<file path="config.mk">
export PLATFORM = sky130hd
export DESIGN_NAME = mem_stage
export DESIGN_NICKNAME = d
export VERILOG_FILES = /design/src/rtl/mem_stage.sv
export SDC_FILE = /design/constraint.sdc
export NUM_CORES = 1
export LEC_CHECK = 0
export CAP_MARGIN = 30
export CORE_MARGIN = 2
export CORE_UTILIZATION = 44
export DETAILED_ROUTE_END_ITERATION = 6
export PLACE_DENSITY = 0.85
export SYNTH_ARGS = -nofsm -noshare
export SYNTH_HDL_FRONTEND = slang
export SYNTH_SLANG_ARGS = --single-unit
</file>
<file path="constraint.sdc">
create_clock -name clk -period 5.1 [get_ports clk]
set_input_delay 1.53 -clock clk [delete_from_list [all_inputs] [get_ports clk]]
set_output_delay 1.53 -clock clk [all_outputs]
set_load 0.01 [all_outputs]
</file>
<file path="src/rtl/mem_stage.sv">
// Memory-access pipeline stage: registers EX results, runs word loads/stores over dmem req/ack.
// Optional MEM_TIMEOUT_EN aborts an access after TIMEOUT_CYCLES without ack and pulses err_o.
`ifndef RW_NONE
`define RW_NONE 2'd0
`endif
`ifndef RW_ALU
`define RW_ALU 2'd1
`endif
`ifndef RW_MEM
`define RW_MEM 2'd2
`endif

module mem_stage #(
   parameter int unsigned TIMEOUT_CYCLES = 16
) (
   input  logic        clk,
   input  logic        rst_n,
   input  logic [5:0]  stall_i,
   input  logic [1:0]  rw_src_i,
   input  logic [4:0]  rw_i,
   input  logic        mem_wea_i,
   input  logic        pcwr_en_i,
   input  logic [31:0] address_i,
   input  logic [31:0] F_i,
   output logic        dmem_req_o,
   output logic        dmem_we_o,
   output logic [31:0] dmem_addr_o,
   output logic [31:0] dmem_wdata_o,
   input  logic [31:0] dmem_rdata_i,
   input  logic        dmem_ack_i,
   output logic        stall_req_o,
   output logic [1:0]  rw_src_o,
   output logic [4:0]  rw_o,
   output logic [31:0] wb_data_o,
   output logic        pcwr_en_o,
   output logic [31:0] pc_addr_o,
   output logic        err_o
);

   localparam int unsigned DW        = 32;
   localparam int unsigned RW_W      = 5;
   localparam int unsigned SRC_W     = 2;
   localparam int unsigned MEM_STALL = 4;

   typedef enum logic {IDLE, ACCESS} state_t;

   state_t            state_q, state_d;
   logic [SRC_W-1:0]  lat_src_q, lat_src_d;
   logic [RW_W-1:0]   lat_rw_q, lat_rw_d;
   logic              lat_we_q, lat_we_d;
   logic [DW-1:0]     lat_addr_q, lat_addr_d;
   logic [DW-1:0]     lat_f_q, lat_f_d;
   logic              req_q, req_d;
   logic [SRC_W-1:0]  rw_src_q, rw_src_d;
   logic [RW_W-1:0]   rw_q, rw_d;
   logic [DW-1:0]     wb_data_q, wb_data_d;
   logic              pcwr_en_q, pcwr_en_d;
   logic [DW-1:0]     pc_addr_q, pc_addr_d;
   logic              err_q, err_d;
   logic              memop_c;
   logic              stall_req_c;
   logic              unused_stall_c;

`ifdef MEM_TIMEOUT_EN
   localparam int unsigned CNT_W = 8;
   localparam logic [CNT_W-1:0] CNT_LAST = CNT_W'(TIMEOUT_CYCLES - 1);
   logic [CNT_W-1:0]  cnt_q, cnt_d;
`endif

   assign unused_stall_c = ^{stall_i[5], stall_i[3:0]};
   assign memop_c        = mem_wea_i | (rw_src_i == `RW_MEM);

   // Next-state, latch capture and output-register inputs; outputs default to a bubble.
   always_comb begin
      state_d     = state_q;
      lat_src_d   = lat_src_q;
      lat_rw_d    = lat_rw_q;
      lat_we_d    = lat_we_q;
      lat_addr_d  = lat_addr_q;
      lat_f_d     = lat_f_q;
      req_d       = req_q;
      rw_src_d    = `RW_NONE;
      rw_d        = '0;
      wb_data_d   = '0;
      pcwr_en_d   = 1'b0;
      pc_addr_d   = '0;
      err_d       = 1'b0;
      stall_req_c = 1'b0;
`ifdef MEM_TIMEOUT_EN
      cnt_d       = cnt_q;
`endif
      case (state_q)
         IDLE: begin
            if (!stall_i[MEM_STALL]) begin
               if (memop_c) begin
                  lat_src_d   = rw_src_i;
                  lat_rw_d    = rw_i;
                  lat_we_d    = mem_wea_i;
                  lat_addr_d  = {address_i[DW-1:2], 2'b00};
                  lat_f_d     = F_i;
                  req_d       = 1'b1;
                  stall_req_c = 1'b1;
                  state_d     = ACCESS;
`ifdef MEM_TIMEOUT_EN
                  cnt_d       = '0;
`endif
               end else begin
                  rw_src_d  = rw_src_i;
                  rw_d      = rw_i;
                  pcwr_en_d = pcwr_en_i;
                  pc_addr_d = address_i;
                  wb_data_d = F_i;
               end
            end
         end
         ACCESS: begin
            if (dmem_ack_i) begin
               state_d   = IDLE;
               req_d     = 1'b0;
               rw_src_d  = lat_src_q;
               rw_d      = lat_rw_q;
               wb_data_d = lat_we_q ? lat_f_q : dmem_rdata_i;
`ifdef MEM_TIMEOUT_EN
            end else if (cnt_q == CNT_LAST) begin
               // Abort: bubble out, single-cycle error pulse, release the freeze now.
               state_d = IDLE;
               req_d   = 1'b0;
               err_d   = 1'b1;
            end else begin
               cnt_d       = cnt_q + CNT_W'(1);
               stall_req_c = 1'b1;
`else
            end else begin
               stall_req_c = 1'b1;
`endif
            end
         end
         default: state_d = IDLE;
      endcase
   end

   always_ff @(posedge clk) begin
      if (!rst_n) begin
         state_q    <= IDLE;
         lat_src_q  <= `RW_NONE;
         lat_rw_q   <= '0;
         lat_we_q   <= 1'b0;
         lat_addr_q <= '0;
         lat_f_q    <= '0;
         req_q      <= 1'b0;
         rw_src_q   <= `RW_NONE;
         rw_q       <= '0;
         wb_data_q  <= '0;
         pcwr_en_q  <= 1'b0;
         pc_addr_q  <= '0;
         err_q      <= 1'b0;
`ifdef MEM_TIMEOUT_EN
         cnt_q      <= '0;
`endif
      end else begin
         state_q    <= state_d;
         lat_src_q  <= lat_src_d;
         lat_rw_q   <= lat_rw_d;
         lat_we_q   <= lat_we_d;
         lat_addr_q <= lat_addr_d;
         lat_f_q    <= lat_f_d;
         req_q      <= req_d;
         rw_src_q   <= rw_src_d;
         rw_q       <= rw_d;
         wb_data_q  <= wb_data_d;
         pcwr_en_q  <= pcwr_en_d;
         pc_addr_q  <= pc_addr_d;
         err_q      <= err_d;
`ifdef MEM_TIMEOUT_EN
         cnt_q      <= cnt_d;
`endif
      end
   end

   assign dmem_req_o   = req_q;
   assign dmem_we_o    = lat_we_q;
   assign dmem_addr_o  = lat_addr_q;
   assign dmem_wdata_o = lat_f_q;
   assign stall_req_o  = stall_req_c;
   assign rw_src_o     = rw_src_q;
   assign rw_o         = rw_q;
   assign wb_data_o    = wb_data_q;
   assign pcwr_en_o    = pcwr_en_q;
   assign pc_addr_o    = pc_addr_q;
   assign err_o        = err_q;

endmodule

</file>
== Yosys cells after proc, flatten, opt, wreduce, memory -nomap -nowiden ==
Cells that the tools add are included.

* Input port bits: 114
* Output and inout bits: 140
* Logic and storage cells: 44
* Register bits after elaboration: 144

* Eq/ne operators: 4
* Reductions and logical operators: 3
* Bitwise gates (word level): 4
* Mux-type cells: 21

{| class="wikitable"
|+ Operators by type and width
! operator !! count
|-
| 32-bit 2-to-1 mux || 4
|-
| 32-bit case mux with 2 select lines || 1
|-
| 5-bit 2-to-1 mux || 3
|-
| 5-bit case mux with 2 select lines || 1
|-
| 1-bit 2-to-1 mux || 6
|-
| 2-bit 2-to-1 mux || 3
|-
| 2-bit inequality test, second input constant || 3
|-
| 3-bit AND reduction || 2
|-
| 1-bit case mux with 2 select lines || 2
|-
| 2-bit case mux with 2 select lines || 1
|-
| 4-bit OR reduction || 1
|-
| 1-bit NOT || 3
|-
| 2-bit equality test, second input constant || 1
|-
| 1-bit bitwise OR || 1
|}

== Depth between registers and ports, before layout ==
Gate-level depths: netlist of the first run.

* Depth in word-level cells: 5
* Mapped depth: 6
* Depth with buffers taken out: 3

== Worst setup path before layout of the first run ==
Ideal clock, no wire load.

* Kind: input -> output
* Start: in rw_src_i[1]
* End: out stall_req_o
* Arrival: 2.278 ns
* Cell stages on the path: 4
* Required time: 3.570 ns
* Path slack: 1.292 ns
* Cells stage by stage: nor2b_1 > o21a_1 > buf_6 > or2_2

* Word-level cells in the longest chain between the ends: 5

{| class="wikitable"
|+ Ends and longest elaborated chain
! what !! line !! RTL
|-
| start, declared || 19 || <nowiki>input logic [1:0] rw_src_i,</nowiki>
|-
| 2-bit equality test (no source line) || - ||
|-
| 1-bit bitwise OR || 71 || <nowiki>assign memop_c = mem_wea_i | (rw_src_i == `RW_MEM);</nowiki>
|-
| 1-bit 2-to-1 mux || 95 || <nowiki>if (memop_c) begin</nowiki>
|-
| 1-bit 2-to-1 mux || 94 || <nowiki>if (!stall_i[MEM_STALL]) begin</nowiki>
|-
| 1-bit case mux with 2 select lines || 92 || <nowiki>case (state_q)</nowiki>
|-
| end, declared || 31 || <nowiki>output logic stall_req_o,</nowiki>
|}

No other way between the ends.

== Final worst setup path of the first run ==
Same ends and word-level chain as after synthesis.

==> results of run 1 <==
[area by class of cell]
class                           count  area (um^2)
Tap cell                          147          184
Clock buffer                       20          467
Multi-Input combinational cell    331         2210
Timing Repair Buffer              252         2500
Sequential cell                   144         2880
Fill cell                         870         3580
Clock inverter                     10          136
[path summary, 6_finish.rpt]
kind,slack [ns],startpoint,cells past startpoint,to
max,0.45,rw_src_i[1],5,stall_req_o
min,0.46,dmem_addr_o[23],2,dmem_addr_o[23]
max reg2reg,2.80,state_q,5,dmem_wdata_o[4]
min reg2reg,0.46,dmem_addr_o[23],2,dmem_addr_o[23]
[sequential cells by signal (all words and copies together) (netlist names), 2 cells and up]
register / cells
dmem_wdata_o: 32
pc_addr_o: 32
wb_data_o: 32
dmem_addr_o: 30
lat_rw_q: 5
rw_o: 5
lat_src_q: 2
rw_src_o: 2
[power breakdown]
group          switching [mW]  internal (mW)  total (mW)  leakage, nW
clock                   0.456          0.800        1.26        0.290
combinational           0.156          0.216       0.372         1.74
sequential             0.0279           1.18        1.21         1.17
total                   0.640           2.19        2.83         3.20
[worst register-to-register path: cells and delay by family, from the launching register on]
| kind | cells | cell delay (ns) |
|---|---|---|
| mux | 1 | 0.32 |
| flops | 1 | 0.36 |
| buf+inv | 2 | 1.12 |
| compound gates | 1 | 0.17 |
| simple gates | 1 | 0.25 |
[cell usage in the layout (no fill, tap or decap)]
master,n
sky130_fd_sc_hd__nor3b_1,1
sky130_fd_sc_hd__o31ai_1,1
sky130_fd_sc_hd__clkdlybuf4s50_1,244
sky130_fd_sc_hd__conb_1,3
sky130_fd_sc_hd__nand2b_1,1
sky130_fd_sc_hd__a21boi_0,2
sky130_fd_sc_hd__dfxtp_1,143
sky130_fd_sc_hd__clkinv_4,1
sky130_fd_sc_hd__mux2i_1,99
sky130_fd_sc_hd__clkinv_2,3
sky130_fd_sc_hd__o21a_1,3
sky130_fd_sc_hd__o2bb2ai_1,33
sky130_fd_sc_hd__nor2b_1,4
sky130_fd_sc_hd__a32o_1,1
sky130_fd_sc_hd__nand3_1,1
sky130_fd_sc_hd__bufinv_16,3
sky130_fd_sc_hd__nand2_1,135
sky130_fd_sc_hd__and3b_2,1
sky130_fd_sc_hd__nor2_1,2
sky130_fd_sc_hd__and2_1,33
sky130_fd_sc_hd__and3_1,2
sky130_fd_sc_hd__clkinvlp_4,3
sky130_fd_sc_hd__buf_4,8
sky130_fd_sc_hd__a22o_1,6
sky130_fd_sc_hd__o21ai_0,1
sky130_fd_sc_hd__clkbuf_16,17
sky130_fd_sc_hd__or2_2,1
sky130_fd_sc_hd__o21a_4,1
sky130_fd_sc_hd__clkbuf_8,3
sky130_fd_sc_hd__dfxtp_2,1
[synth_stat cells]
master and n:
sky130_fd_sc_hd__dfxtp_1 144, sky130_fd_sc_hd__nand2_1 135, sky130_fd_sc_hd__mux2i_1 99, sky130_fd_sc_hd__and2_1 33, sky130_fd_sc_hd__o2bb2ai_1 33, sky130_fd_sc_hd__clkbuf_1 15, sky130_fd_sc_hd__buf_2 8, sky130_fd_sc_hd__buf_4 7
sky130_fd_sc_hd__a22o_1 6, sky130_fd_sc_hd__buf_6 6, sky130_fd_sc_hd__buf_8 6, sky130_fd_sc_hd__nor2b_1 4, sky130_fd_sc_hd__o21a_1 4, sky130_fd_sc_hd__a21boi_0 2, sky130_fd_sc_hd__and3_1 2, sky130_fd_sc_hd__nor2_1 2
sky130_fd_sc_hd__a32o_1 1, sky130_fd_sc_hd__and3b_1 1, sky130_fd_sc_hd__buf_1 1, sky130_fd_sc_hd__conb_1 1, sky130_fd_sc_hd__nand2b_1 1, sky130_fd_sc_hd__nand3_1 1, sky130_fd_sc_hd__nor3b_1 1, sky130_fd_sc_hd__o21ai_0 1
sky130_fd_sc_hd__o31ai_1 1, sky130_fd_sc_hd__or2_2 1
[layer usage]
| layer | vias up | part of all wire | global-route usage |
|---|---|---|---|
| li1 | 2198 | - | - |
| met1 | 2117 | 0.39 | 0.240 |
| met2 | 203 | 0.49 | 0.404 |
| met3 | 21 | 0.10 | 0.105 |
| met4 | 0 | 0.017 | 0.0870 |
| met5 | - | 0 | 0 |
[kinds of logic (layout without fill, tap and decap cells)]
family / after synthesis / after routing / share of synthesized area
other: 1 / 3 / 0.000696
buffers and inverters: 43 / 282 / 0.0576
DFF: 144 / 144 / 0.535
and+or+nand+nor: 181 / 181 / 0.147
AOI/OAI and AO/OA: 48 / 48 / 0.0759
muxes: 99 / 99 / 0.184
==> out/qor.txt, run 1 <==
OUTCOME
----------------------------------------------------------------------------------------------------
Run status                                                                              complete, no violations

ROUTING
----------------------------------------------------------------------------------------------------
Remaining design rule violation count                                                              0
DRC violation total after the first TritonRoute iteration                                        231
Routed length per placed instance                                                            16.7 um
Final ANT Viol Nets                                                                                0
Length of the first detailed-routing pass in iterations                                            6
Vias                                                                                            4539
Total length of routed wires                                                                15100 um
Mean number of vias per cell                                                                    5.02

FLOW RUN
----------------------------------------------------------------------------------------------------
Count of maximum capacitance violations                                                            0

SYNTH
----------------------------------------------------------------------------------------------------
Total number of yosys warnings                                                                     0
Yosys reg bits                                                                                   144
Mapped Area                                                                                5390 um^2
Synth Area per Inst                                                                        10.4 um^2
Proportion of synthesized chip area in sequential cells                                        0.535
Yosys top cell area share                                                                      0.535
Synth area leader                                                                       sky130_fd_sc_hd__dfxtp_1
Mapped Cells                                                                                     516
Number of distinct library cell variants in the gate-level netlist after synthesis                26
Cell types with the largest area share after synthesis                                  sky130_fd_sc_hd__dfxtp_1, sky130_fd_sc_hd__mux2i_1, sky130_fd_sc_hd__nand2_1, sky130_fd_sc_hd__o2bb2ai_1, sky130_fd_sc_hd__and2_1

SETUP PATH
----------------------------------------------------------------------------------------------------
Worst-path cell chain                                                                   clkdlybuf4s50_1 > nor2b_1 > o21a_4 > or2_2 > clkdlybuf4s50_1
Biggest fanout along the worst timing path                                                         4
Setup Crit Path Kind                                                                          in2out
Worst EP arrival                                                                             3.12 ns
Endpoint class of the critical path                                                       output pin
Most used cell along the critical path                                                  sky130_fd_sc_hd__clkdlybuf4s50_1
Endpoint required time on the critical path                                                  3.57 ns
Setup crit start kind                                                                      input pin
Delay-heaviest family, CP                                                               buffers and inverters
Buffers plus inverters on the worst setup path                                                     2
Slowest stage cell, crit path                                                           sky130_fd_sc_hd__clkdlybuf4s50_1
Largest stage delay on the critical path                                                     0.49 ns

CELLS AND AREA
----------------------------------------------------------------------------------------------------
Final core utilization                                                                         0.701
Final instance count without filler cells                                                        904
Area growth from synthesis to layout                                                           55.6%
Share of post-route cells with drive strength above 1                                         0.0555
Fin area                                                                                   8390 um^2
Final layout net count                                                                           860
Ant diodes                                                                                         0

CLOCK TREE
----------------------------------------------------------------------------------------------------
Number of hold buffers added after cts                                                             0
CTS resizes                                                                                        0
Number of buffers on the longest clock path                                                        2
Clock-pin slew reported for the worst setup and hold paths after clock tree synthesis        0.06 ns
Number of clock sinks                                                                            144
CTS buffer count                                                                                  17
Clock tree from TritonCTS                                                                        yes
Clock tree root buffer cell                                                             sky130_fd_sc_hd__clkbuf_16
Buffers inserted by post-CTS timing repair                                                         0
Insertion delay of the later-clocked pin in the worst-skew pair                              0.41 ns
Number of H-tree levels                                                                            4

POWER AND IR DROP
----------------------------------------------------------------------------------------------------
Overall power of the completed layout                                                        2.83 mW
Max rail drop VDD                                                                         0.000229 V
Leakage                                                                                      3.20 nW
Pwr per Cell Area                                                                        338 nW/um^2

STA
----------------------------------------------------------------------------------------------------
Unrepaired setup endpoints after global routing                                                   no
Slew at the pin with the worst max-slew slack                                               0.708 ns
Worst-case hold slack                                                                       0.457 ns
Accumulated negative setup slack                                                                0 ns
Slack of the critical path                                                                  0.452 ns
Ratio of final minimum period to clock period                                                  0.911
Worst-case headroom to the max-slew limit                                                      0.528
Worst clock skew                                                                          0.00504 ns
Maximum clock frequency                                                                    0.215 GHz
Max-slew violation total from the final report                                                     0
Final setup violation count                                                                        0
Final Hold Viols                                                                                   0
Post-layout min period                                                                       4.65 ns

GLOBAL ROUTE
----------------------------------------------------------------------------------------------------
Wire length of the first global-routing pass                                                23100 um
Via count of the first global-routing pass                                                      4569
Largest net degree at the start of global routing                                                 74
Initial antenna violation count                                                                    0
Overall routing resource usage                                                                 0.230
Global route overflow                                                                              0

PLACED DESIGN
----------------------------------------------------------------------------------------------------
Number of buffer cells added on primary ports                                                    245
Final HPWL DP                                                                               10600 um
Total placed instance area                                                                 7780 um^2
Final RePlAce weighted congestion                                                              0.806
Post-placement worst setup slack                                                            0.454 ns
# placed instances                                                                               874

FLOORPLAN
----------------------------------------------------------------------------------------------------
Chip height                                                                                   115 um
Rows                                                                                              40
Die Footprint                                                                             13100 um^2
Placeable core region                                                                     12000 um^2
I/O pins                                                                                         254
Chip width                                                                                    115 um
Initial core utilization                                                                       0.451

MIN PATH
----------------------------------------------------------------------------------------------------
Tightest Hold Check Type                                                                     reg2reg

(Power assumes the default switching activity.)
==> run 2: changes to the inputs <==
--- a/config.mk
+++ b/config.mk
@@ -10,6 +10,8 @@
 export CORE_UTILIZATION = 44
 export DETAILED_ROUTE_END_ITERATION = 6
 export PLACE_DENSITY = 0.85
+export SKIP_LAST_GASP = 1
 export SYNTH_ARGS = -nofsm -noshare
 export SYNTH_HDL_FRONTEND = slang
 export SYNTH_SLANG_ARGS = --single-unit
+export TNS_END_PERCENT = 5
==> results of run 2 <==
The final DEF is identical to that of run 1; final timing and power are the same.
==> run 3: changes to the inputs <==
--- a/config.mk
+++ b/config.mk
@@ -10,8 +10,8 @@
 export CORE_UTILIZATION = 44
 export DETAILED_ROUTE_END_ITERATION = 6
 export PLACE_DENSITY = 0.85
+export SETUP_SLACK_MARGIN = 0.2
 export SKIP_LAST_GASP = 1
 export SYNTH_ARGS = -nofsm -noshare
 export SYNTH_HDL_FRONTEND = slang
 export SYNTH_SLANG_ARGS = --single-unit
-export TNS_END_PERCENT = 5
==> results of run 3 <==
The final DEF is identical to that of run 1; final timing and power are the same.
